[config.mk]
export PLATFORM = sky130hd
export DESIGN_NAME = sd_quantizer
export DESIGN_NICKNAME = d
export VERILOG_FILES = /design/src/rtl/sd_quantizer.sv
export SDC_FILE = /design/constraint.sdc
export NUM_CORES = 1
export LEC_CHECK = 0
export ABC_AREA = 0
export CAP_MARGIN = 20
export CELL_PAD_IN_SITES_DETAIL_PLACEMENT = 0
export CELL_PAD_IN_SITES_GLOBAL_PLACEMENT = 2
export CORE_ASPECT_RATIO = 0.8
export CORE_UTILIZATION = 34
export CTS_CLUSTER_SIZE = 10
export DETAILED_ROUTE_END_ITERATION = 6
export GPL_TIMING_DRIVEN = 0
export MAX_ROUTING_LAYER = met4
export PLACE_DENSITY_LB_ADDON = 0.2
export SETUP_SLACK_MARGIN = 0.15
export SYNTH_ARGS = -nofsm -noshare
export SYNTH_HDL_FRONTEND = slang
export SYNTH_SLANG_ARGS = --single-unit
export TNS_END_PERCENT = 1
[constraint.sdc]
create_clock -name clk -period 10.4 [get_ports clk]
set_clock_uncertainty 0.05 [all_clocks]
set_input_delay 1.04 -clock clk [delete_from_list [all_inputs] [get_ports clk]]
set_output_delay 1.04 -clock clk [all_outputs]
set_load 0.03 [all_outputs]
[src/rtl/sd_quantizer.sv]
// rtl/sd_quantizer.sv - second-order CIFB sigma-delta quantizer with overload recovery (optional dither: SD_QUANTIZER_DITHER_EN)
module sd_quantizer #(
  parameter int IN_W      = 47,
  parameter int IN_N      = 22,
  parameter int ACC_W     = 52,
  parameter int OVL_LIM   = 4,
  parameter int OVL_CYC   = 16,
  parameter int FLUSH_CYC = 8
) (
  input  logic                   clk,
  input  logic                   reset,
  input  logic                   enb,
  input  logic signed [IN_W-1:0] filt_in,
  output logic                   bit_out,
  output logic                   overload,
  output logic [15:0]            ovl_count
);

  // Wide working width: two feedback terms plus one input word cannot overflow it.
  localparam int SW = ACC_W + 3;
  localparam int CW = $clog2(OVL_CYC + 1);
  localparam int FW = $clog2(FLUSH_CYC + 1);

  localparam logic signed [SW-1:0] FS_W    = SW'(1) << IN_N;
  localparam logic signed [SW-1:0] SAT_HI  = (SW'(1) << (ACC_W - 1)) - SW'(1);
  localparam logic signed [SW-1:0] SAT_LO  = -(SW'(1) << (ACC_W - 1));
  localparam logic signed [ACC_W:0] OVL_THR = (ACC_W + 1)'(OVL_LIM) << IN_N;
  localparam logic signed [ACC_W:0] OVL_NEG = -((ACC_W + 1)'(OVL_LIM) << IN_N);
  localparam logic [CW-1:0] HOLD_LAST  = CW'(OVL_CYC);
  localparam logic [FW-1:0] FLUSH_LAST = FW'(FLUSH_CYC - 1);

  typedef enum logic [1:0] {
    RUN   = 2'd0,
    HOLD  = 2'd1,
    FLUSH = 2'd2
  } state_t;

  state_t state, state_next;

  logic signed [ACC_W-1:0] i1, i2;
  logic signed [ACC_W-1:0] i1_nxt, i2_nxt;
  logic signed [SW-1:0]    in_ext, fb_ext, i1_sum, i2_sum;
  logic signed [ACC_W:0]   i2_wide;
  logic                    over;
  logic                    dec_bit;
  logic [CW-1:0]           hold_cnt, hold_inc;
  logic [FW-1:0]           flush_cnt;
  logic                    flushing, flush_enter;

  function automatic logic signed [SW-1:0] sext(input logic signed [ACC_W-1:0] v);
    return {{(SW - ACC_W){v[ACC_W-1]}}, v};
  endfunction

  // Clamp to the integrator range instead of wrapping.
  function automatic logic signed [ACC_W-1:0] sat(input logic signed [SW-1:0] v);
    logic signed [SW-1:0] c;
    if (v > SAT_HI)
      c = SAT_HI;
    else if (v < SAT_LO)
      c = SAT_LO;
    else
      c = v;
    return c[ACC_W-1:0];
  endfunction

  // Loop arithmetic for the current sample: both integrators and the over-threshold test.
  always_comb begin
    in_ext  = {{(SW - IN_W){filt_in[IN_W-1]}}, filt_in};
    fb_ext  = bit_out ? FS_W : -FS_W;
    i1_sum  = sext(i1) + in_ext - fb_ext;
    i1_nxt  = sat(i1_sum);
    i2_sum  = sext(i2) + sext(i1_nxt) - (fb_ext <<< 1);
    i2_nxt  = sat(i2_sum);
    i2_wide = {i2_nxt[ACC_W-1], i2_nxt};
    over    = (i2_wide > OVL_THR) || (i2_wide < OVL_NEG);
    hold_inc = hold_cnt + CW'(1);
  end

`ifdef SD_QUANTIZER_DITHER_EN
  localparam logic signed [SW-1:0] DITHER = SW'(1) << (IN_N - 8);
  localparam logic signed [SW-1:0] ZERO_W = '0;

  logic [15:0]          lfsr;
  logic signed [SW-1:0] dec_val;

  // Galois LFSR (x^16+x^14+x^13+x^11+1), one step per sample.
  always_ff @(posedge clk) begin
    if (reset)
      lfsr <= 16'hACE1;
    else if (enb)
      lfsr <= {1'b0, lfsr[15:1]} ^ (lfsr[0] ? 16'hB400 : 16'h0000);
  end

  // Dither perturbs only the sign decision, never the stored integrator.
  always_comb begin
    dec_val = sext(i2_nxt) + (lfsr[0] ? DITHER : ZERO_W);
    dec_bit = (dec_val >= ZERO_W);
  end
`else
  // Plain sign decision on the updated second integrator.
  always_comb begin
    dec_bit = ~i2_nxt[ACC_W-1];
  end
`endif

  // State register.
  always_ff @(posedge clk) begin
    if (reset)
      state <= RUN;
    else
      state <= state_next;
  end

  // Next-state logic; an in-range sample always wins because over is a single test.
  always_comb begin
    state_next = state;
    if (enb) begin
      case (state)
        RUN: begin
          if (over)
            state_next = (OVL_CYC <= 1) ? FLUSH : HOLD;
        end
        HOLD: begin
          if (!over)
            state_next = RUN;
          else if (hold_inc >= HOLD_LAST)
            state_next = FLUSH;
        end
        FLUSH: begin
          if (flush_cnt == FLUSH_LAST)
            state_next = RUN;
        end
        default: state_next = RUN;
      endcase
    end
  end

  // Decoded outputs of the state machine.
  always_comb begin
    overload    = (state != RUN);
    flushing    = (state == FLUSH);
    flush_enter = (state != FLUSH) && (state_next == FLUSH);
  end

  // Over-threshold run length, flush length and recovery event counter.
  always_ff @(posedge clk) begin
    if (reset) begin
      hold_cnt  <= '0;
      flush_cnt <= '0;
      ovl_count <= '0;
    end else if (enb) begin
      if (state_next == HOLD)
        hold_cnt <= (state == HOLD) ? hold_inc : CW'(1);
      else
        hold_cnt <= '0;

      if (flushing && state_next == FLUSH)
        flush_cnt <= flush_cnt + FW'(1);
      else
        flush_cnt <= '0;

      if (flush_enter && ovl_count != 16'hFFFF)
        ovl_count <= ovl_count + 16'd1;
    end
  end

  // Integrators and output bit; flush zeroes the loop and emits a 1,0,1,0 pattern.
  always_ff @(posedge clk) begin
    if (reset) begin
      i1      <= '0;
      i2      <= '0;
      bit_out <= 1'b0;
    end else if (enb) begin
      if (flushing) begin
        i1      <= '0;
        i2      <= '0;
        bit_out <= ~flush_cnt[0];
      end else if (flush_enter) begin
        i1      <= '0;
        i2      <= '0;
        bit_out <= dec_bit;
      end else begin
        i1      <= i1_nxt;
        i2      <= i2_nxt;
        bit_out <= dec_bit;
      end
    end
  end

endmodule
==> results of run 1 <==
## metrics by stage
step / cells / TNS, ns / instance area (um^2) / setup slack (ns) / utilization [%]
2_1_floorplan: 1979 / 0 / 14800 / 0.579 / -
3_3_place_gp: 2605 / -344.41 / 16200 / -3.09 / 37.6
3_5_place_dp: 2607 / -256.47 / 16200 / -2.40 / 37.7
4_1_cts: 2651 / 0 / 17100 / 0.191 / 39.8
5_1_grt: 2668 / 0 / 17600 / 0.116 / 41.0
6_report: 2668 / 0 / 17600 / 0.515 / 41.0
## routing by layer
| layer | routed length, um | global-route usage, % |
|---|---|---|
| met5 | 0 | - |
| met4 | 440 | 4.30 |
| met3 | 2910 | 4.10 |
| met2 | 21200 | 33.7 |
| met1 | 28400 | 37.5 |
## registers in the layout (all words and copies together), names as in the netlist
| signal | cells |
|---|---|
| bit_out | 1 |
| hold_cnt | 5 |
| i1 | 52 |
| ovl_count | 16 |
| state | 2 |
| i2 | 52 |
| flush_cnt | 4 |
## layout make-up
type	instances	area share [%]
plain buffers	95	2.82
multi-input cells	1567	65.8
repair buffers	97	5.23
clock buffers	21	2.67
inverters	185	3.94
clock inverters	11	0.568
flip-flops and latches	132	15.0
well taps	560	3.97
## synthesized netlist by cell type (26+ instances only)
cell type  instances
nor2_1           135
dfxtp_1          132
a21o_1            70
nor3_1            49
o21ai_1           81
a21oi_1          189
nand2_1          206
o21ai_0           99
nand3_1           29
xnor2_1           56
ha_1             154
a22o_1            36
xor2_1            26
clkbuf_1          61
inv_1            185
fa_1              57
nand4_1           53
## cells in the final DEF, fill, tap and decap left out, types with 57 or more instances in the layout
cell               n
nand2_1          205
inv_1            185
a21oi_1          169
ha_1             153
nor2_1           132
dfxtp_1          131
o21ai_0           92
o21ai_1           84
clkdlybuf4s50_1   66
a21o_1            61
fa_1              57
## critical path, delay by kind of cell
kind | cells | cell delay (ns)
AOI/OAI and AO/OA | 13 | 2.66
buffers and inverters | 6 | 1.38
and+or+nand+nor | 11 | 3.19
adders and majority gates | 4 | 1.72
muxes | 1 | 0.18
## worst paths after layout
kind	from	endpoint	slack (ns)	cells after the start
setup / recovery	filt_in[35]	i2[20]$_SDFFE_PP0P_	0.51	35
hold / removal	i1[12]$_SDFFE_PP0P_	i1[12]$_SDFFE_PP0P_	0.39	2
setup reg to reg	bit_out$_SDFFE_PP0P_	i2[20]$_SDFFE_PP0P_	0.84	35
hold reg to reg	i1[12]$_SDFFE_PP0P_	i1[12]$_SDFFE_PP0P_	0.39	2
## logic make-up (layout without fill, tap and decap cells)
family | after synthesis | in the layout
muxes | 12 | 12
buffers and inverters | 280 | 409
adders and majority gates | 211 | 211
and+or+nand+nor | 611 | 611
xor gates and xnor gates | 82 | 82
AOI/OAI and AO/OA | 651 | 651
DFF | 132 | 132
## repair_timing
| action | CTS | global route |
|---|---|---|
| endpoints found under the setup margin | 126 | 126 |
| pin swaps | 9 | 21 |
| resized for setup | 56 | 101 |
| setup buffers | 12 | 17 |
==> impl_metrics.yaml, run 1 <==
worst_setup_path:
  cp_max_fo: 10
  worstPathRequired_ns: 10.72
  cp_slowest_stage_delay_ns: 0.50
  worstSetupPathType: "primary input to register"
  endpoint_kind: "register"
  startpoint_type: "primary input"
  crit_arrival_ns: 10.20
  cp_slowest_cell: "or4b_1"
timing:
  fmax_ghz: 0.101
  worst_hold_slack_ns: 0.394
  worst_pin_slew_ns: 1.11
  final.period_utilization_pct: 95.0
  slew_headroom_pct: 26.0
  period_needed_ns: 9.89
  finalMaxSlewViolations: 0
  setup_viol: 0
  finalHoldViolCount: 0
  grt_setup_unrepaired: "yes"
logic_synthesis:
  netlist_area_um2: 14800
  synth_mux_area_share_pct: 0.860
  synth_ff_type: "dfxtp_1"
  synth-edff-count: 0
  synth_compound_area_share_pct: 28.0
  synth_cell_types: 86
  synth_top_area_share_pct: 17.8
  synth_xor_area_share_pct: 4.84
  yosysSeqAreaShare_pct: 17.8
  synth_fp_nets: 2240
  synth_top_family_by_area: "compound AO/OA/AOI/OAI gates"
  netlist_instances: 1979
  synth_fa_ha_area_share_pct: 20.7
  ys_ff_latch: 132
  synthArstFlopShare_pct: 0
  syn_avg_cell_area_um2: 7.50
  ys_warn_count: 0
  synth-simple-area-share_pct: 20.1
  synth_area_leaders: "dfxtp_1, ha_1, fa_1"
  synth_top_area_cell: "dfxtp_1"
global_routing:
  antenna_found_initial: 2
  grt_max_degree: 44
  grt_overflow: 0
  grt_use_total_pct: 24.7
  grt_pass1_vias: 14000
  grt_pass1_wl_um: 82300
placed_design:
  port_buffers: 66
  gp_congestion: 0.919
  dp_hpwl_um: 43600
route:
  post_drt_wl_per_cell_um: 19.8
  drtIter0Drc: 978
  viasPerCell: 5.50
  firstDrtPassIters: 5
  vias: 14700
  drt_wl_total_um: 53000
  drc: 0
  ant_nets: 0
worst_hold_path:
  hold_class: "register to register"
clocking:
  clock_path_buffers: 2
  cts_tree: "yes"
  numCtsBuffers: 17
  clock_latency_ns: 0.44
  clk_transition_reported_paths_ns: 0.06
  htreeDepth: 4
  cts_hold_buf: 0
  cts-root-buf: "clkbuf_16"
  clock-sinks: 132
layout:
  area_growth_syn_to_layout_pct: 18.9
  multi_input_area_um2: 11600
  num-fill-cells: 4440
  seqCellArea_um2: 2650
  nets: 2356
  drive_above_1_share_pct: 11.4
  diodes: 0
floorplan:
  io_pins: 68
  fp.dieH_um: 189
  rows: 68
  initial_core_util_pct: 34.5
  die_area_um2: 44500
  core-area_um2: 43100
  die_w_um: 236
status:
  status: "finished clean"
run:
  drv_cap: 0
Power of run 1 is left out: the tool's default activity adds up to more than one toggle a clock period on the data nets, which glitch-free logic cannot reach.
==> inputs of run 2 (changes only) <==
Settings changed: CTS_BUF_LIST from default to sky130_fd_sc_hd__clkbuf_8.
==> impl_metrics.yaml, run 2 (synthesis results as in run 1) <==
status:
  status: "finished clean"
floorplan:
  io_pins: 68
  die_w_um: 236
  core-area_um2: 43100
  fp.dieH_um: 189
  rows: 68
  die_area_um2: 44500
  initial_core_util_pct: 34.5
placed_design:
  dp.cells: 2607
  gp_congestion: 0.919
  dp_hpwl_um: 43600
  port_buffers: 66
global_routing:
  grt_pass1_wl_um: 82000
  grt_overflow: 0
  grt_use_total_pct: 24.6
  antenna_found_initial: 1
  grt_max_degree: 44
  grt_pass1_vias: 14000
timing:
  grt_setup_unrepaired: "yes"
  worst_hold_slack_ns: 0.396
  slew_headroom_pct: 26.6
  period_needed_ns: 9.87
  setup_viol: 0
  finalHoldViolCount: 0
  finalMaxSlewViolations: 0
  final.period_utilization_pct: 94.9
  fmax_ghz: 0.101
  worst_pin_slew_ns: 1.10
layout:
  final_cell_mix: "nand2_1, inv_1, a21oi_1"
  reg_top3: "i1 (52), i2 (52), ovl_count (16)"
  drive_above_1_share_pct: 10.6
  nets: 2355
  area_growth_syn_to_layout_pct: 16.8
  final_core_util_pct: 40.3
  finalNonFillerCells: 2667
  final_common_cell: "nand2_1"
  num-fill-cells: 4465
  diodes: 0
worst_setup_path:
  worstPathRequired_ns: 10.76
  cp_slowest_cell: "fa_1"
  endpoint_kind: "register"
  startpoint_type: "primary input"
  cp_max_fo: 10
  worstSetupPathType: "primary input to register"
  r2r_setup_slack_ns: 0.79
  regToRegStartpoint: "bit_out$_SDFFE_PP0P_"
  cp_slowest_stage_delay_ns: 0.49
  startpoint: "filt_in[35]"
  crit_arrival_ns: 10.23
route:
  vias: 14600
  post_drt_wl_per_cell_um: 19.9
  viasPerCell: 5.49
  ant_nets: 0
  firstDrtPassIters: 5
  drtIter0Drc: 984
  drc: 0
  drt_wl_total_um: 53000
clocking:
  cts_tree: "yes"
  numCtsBuffers: 17
  clock_latency_ns: 0.49
  clock_path_buffers: 2
  cts_hold_buf: 0
  htreeDepth: 4
  clock-sinks: 132
  cts-root-buf: "clkbuf_8"
  clk_transition_reported_paths_ns: 0.08
worst_hold_path:
  hold_start: "i1[12]$_SDFFE_PP0P_"
  hold_class: "register to register"
run:
  drv_cap: 0
run 2: cell count changes in the layout (fill, tap and decap cells not counted), sizes merged:
| cell | delta |
|---|---|
| inv | +1 |
| buf | -2 |
run 2: what timing repair did:
item / 4_1_cts / 5_1_grt
setup endpoints to repair: 126 / 126
resized for setup: 50 / 87
buffers inserted: 12 / 16
pin swaps: 9 / 18
run 2: final timing paths:
kind,endpoint,depth (start not counted)
hold / removal,i1[12]$_SDFFE_PP0P_,2
setup / recovery,ovl_count[8]$_SDFFE_PP0P_,36
setup reg to reg,ovl_count[8]$_SDFFE_PP0P_,36
hold reg to reg,i1[12]$_SDFFE_PP0P_,2
run 2: per-layer routing:
layer	GRT usage, %	up-vias	wire length, um
li1	-	7302	-
met1	37.4	6958	28700
met2	33.7	352	21100
met3	4.10	29	2650
met4	4.07	0	458
met5	-	-	0
run 2: cell type report:
type / count / area, um^2 / area share, %
plain buffers: 95 / 492 / 2.84
clock buffers: 20 / 275 / 1.59
clock inverters: 12 / 104 / 0.599
inverters: 185 / 694 / 4.01
multi-input cells: 1567 / 11500 / 66.4
flip-flops and latches: 132 / 2650 / 15.3
well taps: 560 / 701 / 4.04
repair buffers: 96 / 915 / 5.28
run 2: critical path: cells and delay by family:
family          cells  cell delay [ns]
compound gates     12             2.75
buf+inv             7             1.65
fa+ha+maj           4             1.65
simple gates       13             3.13
run 2: per-stage QoR:
step                setup TNS [ns]  setup WS (ns)  cell area, um^2
floorplan                        0          0.579            14800
global placement           -344.41          -3.09            16200
detailed placement         -256.47          -2.40            16200
CTS                              0          0.135            16900
global route                     0         0.0706            17300
finish                           0          0.526            17300
Power of run 2 is left out for the same reason.
